File: src/rtl/fun_encode.sv
// Registered 8-to-3 priority encoder: collects request strobes into a pending set and issues one code per accepted transfer.
// Request to code takes 2 cycles; the code register is frozen while out_valid && !out_ready, and capture continues meanwhile.
module fun_encode #(
  parameter int PRIO_HIGH = 1
) (
  input  logic       clk,
  input  logic       rst,
  input  logic [7:0] D,
  output logic       A,
  output logic       B,
  output logic       C,
  output logic       out_valid,
  input  logic       out_ready,
  output logic [3:0] pend_cnt,
  output logic       merged
);

  logic [7:0] pend;
  logic [7:0] pend_next;
  logic [7:0] clr_mask;
  logic [2:0] prio_idx;
  logic       load;

  // Later loop iterations overwrite earlier ones, so scan direction sets the winner.
  always_comb begin
    prio_idx = 3'd0;
    if (PRIO_HIGH != 0) begin
      for (int i = 0; i < 8; i++) begin
        if (pend[i]) prio_idx = 3'(i);
      end
    end else begin
      for (int i = 7; i >= 0; i--) begin
        if (pend[i]) prio_idx = 3'(i);
      end
    end
  end

  always_comb begin
    load      = (pend != 8'h00) && (!out_valid || out_ready);
    clr_mask  = load ? (8'h01 << prio_idx) : 8'h00;
    // OR-ing D after the clear lets a same-cycle re-strobe keep its bit pending.
    pend_next = (pend & ~clr_mask) | D;
  end

  always_ff @(posedge clk or posedge rst) begin
    if (rst) begin
      pend      <= 8'h00;
      pend_cnt  <= 4'd0;
      merged    <= 1'b0;
      A         <= 1'b0;
      B         <= 1'b0;
      C         <= 1'b0;
      out_valid <= 1'b0;
    end else begin
      pend     <= pend_next;
      pend_cnt <= 4'($countones(pend_next));
      merged   <= |(D & pend & ~clr_mask);
      if (load) begin
        {A, B, C} <= prio_idx;
        out_valid <= 1'b1;
      end else if (out_valid && out_ready) begin
        out_valid <= 1'b0;
      end
    end
  end

endmodule

File: config.mk
export PLATFORM = sky130hd
export DESIGN_NAME = fun_encode
export DESIGN_NICKNAME = d
export VERILOG_FILES = /design/src/rtl/fun_encode.sv
export SDC_FILE = /design/constraint.sdc
export NUM_CORES = 1
export LEC_CHECK = 0
export ABC_AREA = 1
export CELL_PAD_IN_SITES_DETAIL_PLACEMENT = 1
export CELL_PAD_IN_SITES_GLOBAL_PLACEMENT = 2
export CORE_MARGIN = 2
export CORE_UTILIZATION = 29
export DETAILED_ROUTE_END_ITERATION = 10
export MAX_ROUTING_LAYER = met4
export PLACE_DENSITY_LB_ADDON = 0.1
export SYNTH_ARGS = -nofsm -noshare
export SYNTH_HDL_FRONTEND = slang
export SYNTH_SLANG_ARGS = --single-unit
File: constraint.sdc
create_clock -name clk -period 4.61 [get_ports clk]
set_clock_uncertainty 0.2 [all_clocks]
set_input_delay 1.383 -clock clk [delete_from_list [all_inputs] [get_ports clk]]
set_output_delay 1.383 -clock clk [all_outputs]
set_load 0.005 [all_outputs]
==> impl_results.md <==
* WHS Endpoint: A$_DFFE_PP0N_
* Final Instance Area at 1383 µm²
* CTS tree: built
* Max IR drop VDD at around 110 µV
* HPWL Detailed at 2.009 mm
* R2R Path Start: pend[2]$_DFF_PP0_
* Mapped cell area at 1002 µm²
* Req. time, crit path at 4.62 ns
* CP Capture Type: flip-flop
* CTS H-tree depth at 1
* Ratio of cells with drive above 1 in the final layout at a little over a fifth
* Post-DP Area at 1280 µm²
* DRT antenna net count at 0
* Ranking of synthesized cells by area: dfrtp_1, nand2_1, inv_1, fa_1, ha_1
* Post-Route WL at 2.626 mm
* Post-Synthesis Cells at 124
* First-pass GRT wire length at 4.698 mm
* Actual slew at the worst max-slew pin at 0.7076 ns
* Area of the die at about 3900 µm²
* Wire per inst at 12.81 µm
* Hold depth at 2
* Non-Filler Instances at 205
* Core Rows at 21
* CTS Buffer Depth at 2
* Fmax at 0.2245 GHz
* RSZ-0062 raised after global routing: false
* Clk slew on worst S/H paths at 0.13 ns
* Area of the multi-input gates at 484.2 µm²
* Initial Utilization at between 30% and 40%
* Slew headroom at 52.78%
* Syn-to-layout area delta at 37.95%
* Power Density at between 200 and 300 nW/µm²
* Core ar. at approximately 3300 µm²
* GRT overflow at 0
* Reg2reg end: pend_cnt[1]$_DFF_PP0_
* Fin. max-slew vios at 0
* Area share of the largest cell type after synthesis at a little over two fifths
* Tot GR Track Use at around 16%
* Seq/Total Area, Yosys at 42.45%
* Die W at approximately 63 µm
* Hold Path Class: reg -> reg
* Synth Register Bits at 17
* Vias in the first global route at 1025
* Skew-Pair Late Insertion Delay at 0.32 ns
* Die H at approximately 63 µm
* Critical path class: in -> reg
* ANT cells at 0
* Arr. time, crit path at 4.46 ns
* Avg Inst Size Synth at 8.082 µm²
* Hold Path Origin: A$_DFFE_PP0N_
* Startpoint type of the worst setup path: primary input
* Reg area at 425.4 µm²
* Number of antenna violations at the first check in global routing at 0
* DRT iter0 DRCs at 23
* Worst R2R Path Depth at 18
* Most frequent cells in the layout: nand2_1, inv_1, clkdlybuf4s50_1, dfrtp_1, buf_4
* # fillers at 409
* Total number of vias at 898
* Max FO, Critical Path at 4
* Root Buffer: clkbuf_4
* R2R Setup Slk at 0.68 ns
* Final WS setup at 0.1555 ns
* Max-cap violations at 0
* CTS buffer count at 3
* Sink Count at 17
* Placed Cells at 193
* YS warnings at 0
* Net Count, Synth at 142
* DRC at 0
* Fin. Hold Viols at 0
* Area leader, netlist: dfrtp_1
* Setup WS pre-CTS at -0.5182 ns
* Status: finished clean
* Hold buffers post-CTS at 0
* Period utilization at 96.63%
* Lkg Pwr at 0.6681 nW
* Drt pass-1 iters at 4
* # port buffers at 19
* Final GP Congestion at approximately 0.76
* Unique masters post-synth at 20
* # setup viols final at 0
* Via density per instance at 4.380
* Final worst path period need at 4.455 ns
* Most common cell after layout, fill and taps aside: nand2_1
* Nets at 178
* Pin count of the biggest net entering global routing at 18
* IO Count at 20
==> where the power goes <==
group	total (mW)	switching (mW)	internal, mW
clock network	0.0903	0.0579	0.0324
registers	0.170	0.00658	0.163
logic	0.101	0.0433	0.0580
total	0.362	0.108	0.254
==> layout make-up <==
| class | instances | area share, % |
|---|---|---|
| multi-input combinational | 77 | 35.02 |
| sequential | 17 | 30.77 |
| timing repair buffer | 31 | 19.91 |
| inverter | 30 | 8.145 |
| tap | 46 | 4.163 |
| clock buffer | 3 | 1.629 |
| clock inverter | 1 | 0.3620 |
==> worst max-delay path, cell delays in order <==
cell and delay, ns:
buf_2 0.11, inv_2 0.05, nand2_2 0.06, buf_4 0.14
buf_4 0.12, buf_4 0.12, buf_4 0.12, buf_4 0.12
buf_4 0.12, buf_4 0.14, nand3_2 0.07, a21o_1 0.18
fa_1 0.44, inv_2 0.07, fa_1 0.44, inv_2 0.10
ha_4 0.14, inv_2 0.03, fa_1 0.48, inv_1 0.04
==> cells in the mapped netlist <==
| master | n |
|---|---|
| o211ai_1 | 1 |
| dfrtp_1 | 17 |
| nor2_1 | 7 |
| xnor2_1 | 1 |
| inv_1 | 26 |
| o21a_1 | 1 |
| fa_1 | 4 |
| nand3_2 | 1 |
| a31oi_1 | 1 |
| nand4_1 | 1 |
| nand2_1 | 34 |
| o21bai_1 | 4 |
| nand3_1 | 6 |
| nor2_2 | 1 |
| ha_1 | 3 |
| inv_2 | 4 |
| nor2_4 | 1 |
| nand2_2 | 3 |
| a21o_1 | 4 |
| o21ai_0 | 4 |
==> per-stage QoR <==
stage	hold WS, ns	utilization (%)	TNS [ns]	total power [mW]
finish	0.3007	41.43	0	0.3617
global route	0.3458	41.43	0	0.3874
CTS	0.3034	40.76	0	0.3620
detailed placement	0.2726	38.36	-1.372	0.2631
global placement	0.2691	38.36	-1.238	0.2596
floorplan	0.2758	-	0	0.2113
==> cells by family (layout without fill, tap and decap cells) <==
family,count (synthesis),count (layout),synth area share (%)
AOI/OAI and AO/OA,15,15,10.11
xor gates and xnor gates,1,1,0.8741
adders and majority gates,7,7,11.74
buffers and inverters,30,65,11.24
DFF,17,17,42.45
and+or+nand+nor,54,54,23.60
==> sequential cells by signal (all words and copies together), names as in the netlist <==
register   cells
C              1
B              1
merged         1
out_valid      1
pend_cnt       4
A              1
pend           8
==> repair_timing <==
action,in CTS,in global routing
setup endpoints to repair,2,2
setup buffers,7,1
pin swaps,6,6
resized for setup,9,3
cloned,0,0
==> worst max path at each step <==
stage	startpoint	to	slack, ns	cells past startpoint
2_1_floorplan	out_ready	pend_cnt[2]$_DFF_PP0_	0.14	15
3_3_place_gp	out_ready	pend_cnt[2]$_DFF_PP0_	-0.48	16
3_5_place_dp	out_ready	pend_cnt[1]$_DFF_PP0_	-0.52	16
4_1_cts	out_ready	pend_cnt[1]$_DFF_PP0_	0.07	16
5_1_grt	out_ready	pend_cnt[1]$_DFF_PP0_	0.0009	20
6_report	out_ready	pend_cnt[1]$_DFF_PP0_	0.16	20
==> metal layers <==
metal  part of all wire, %  wire [µm]  track usage (%)  up-vias
met2                    52       1368            27.55       13
met4                   1.9         51            6.667        0
li1                      -          -                -      447
met5                     0          0                -        -
met1                    43       1129            18.76      433
met3                   2.9         77            2.883        5
Power figures use the tool's default switching activity.
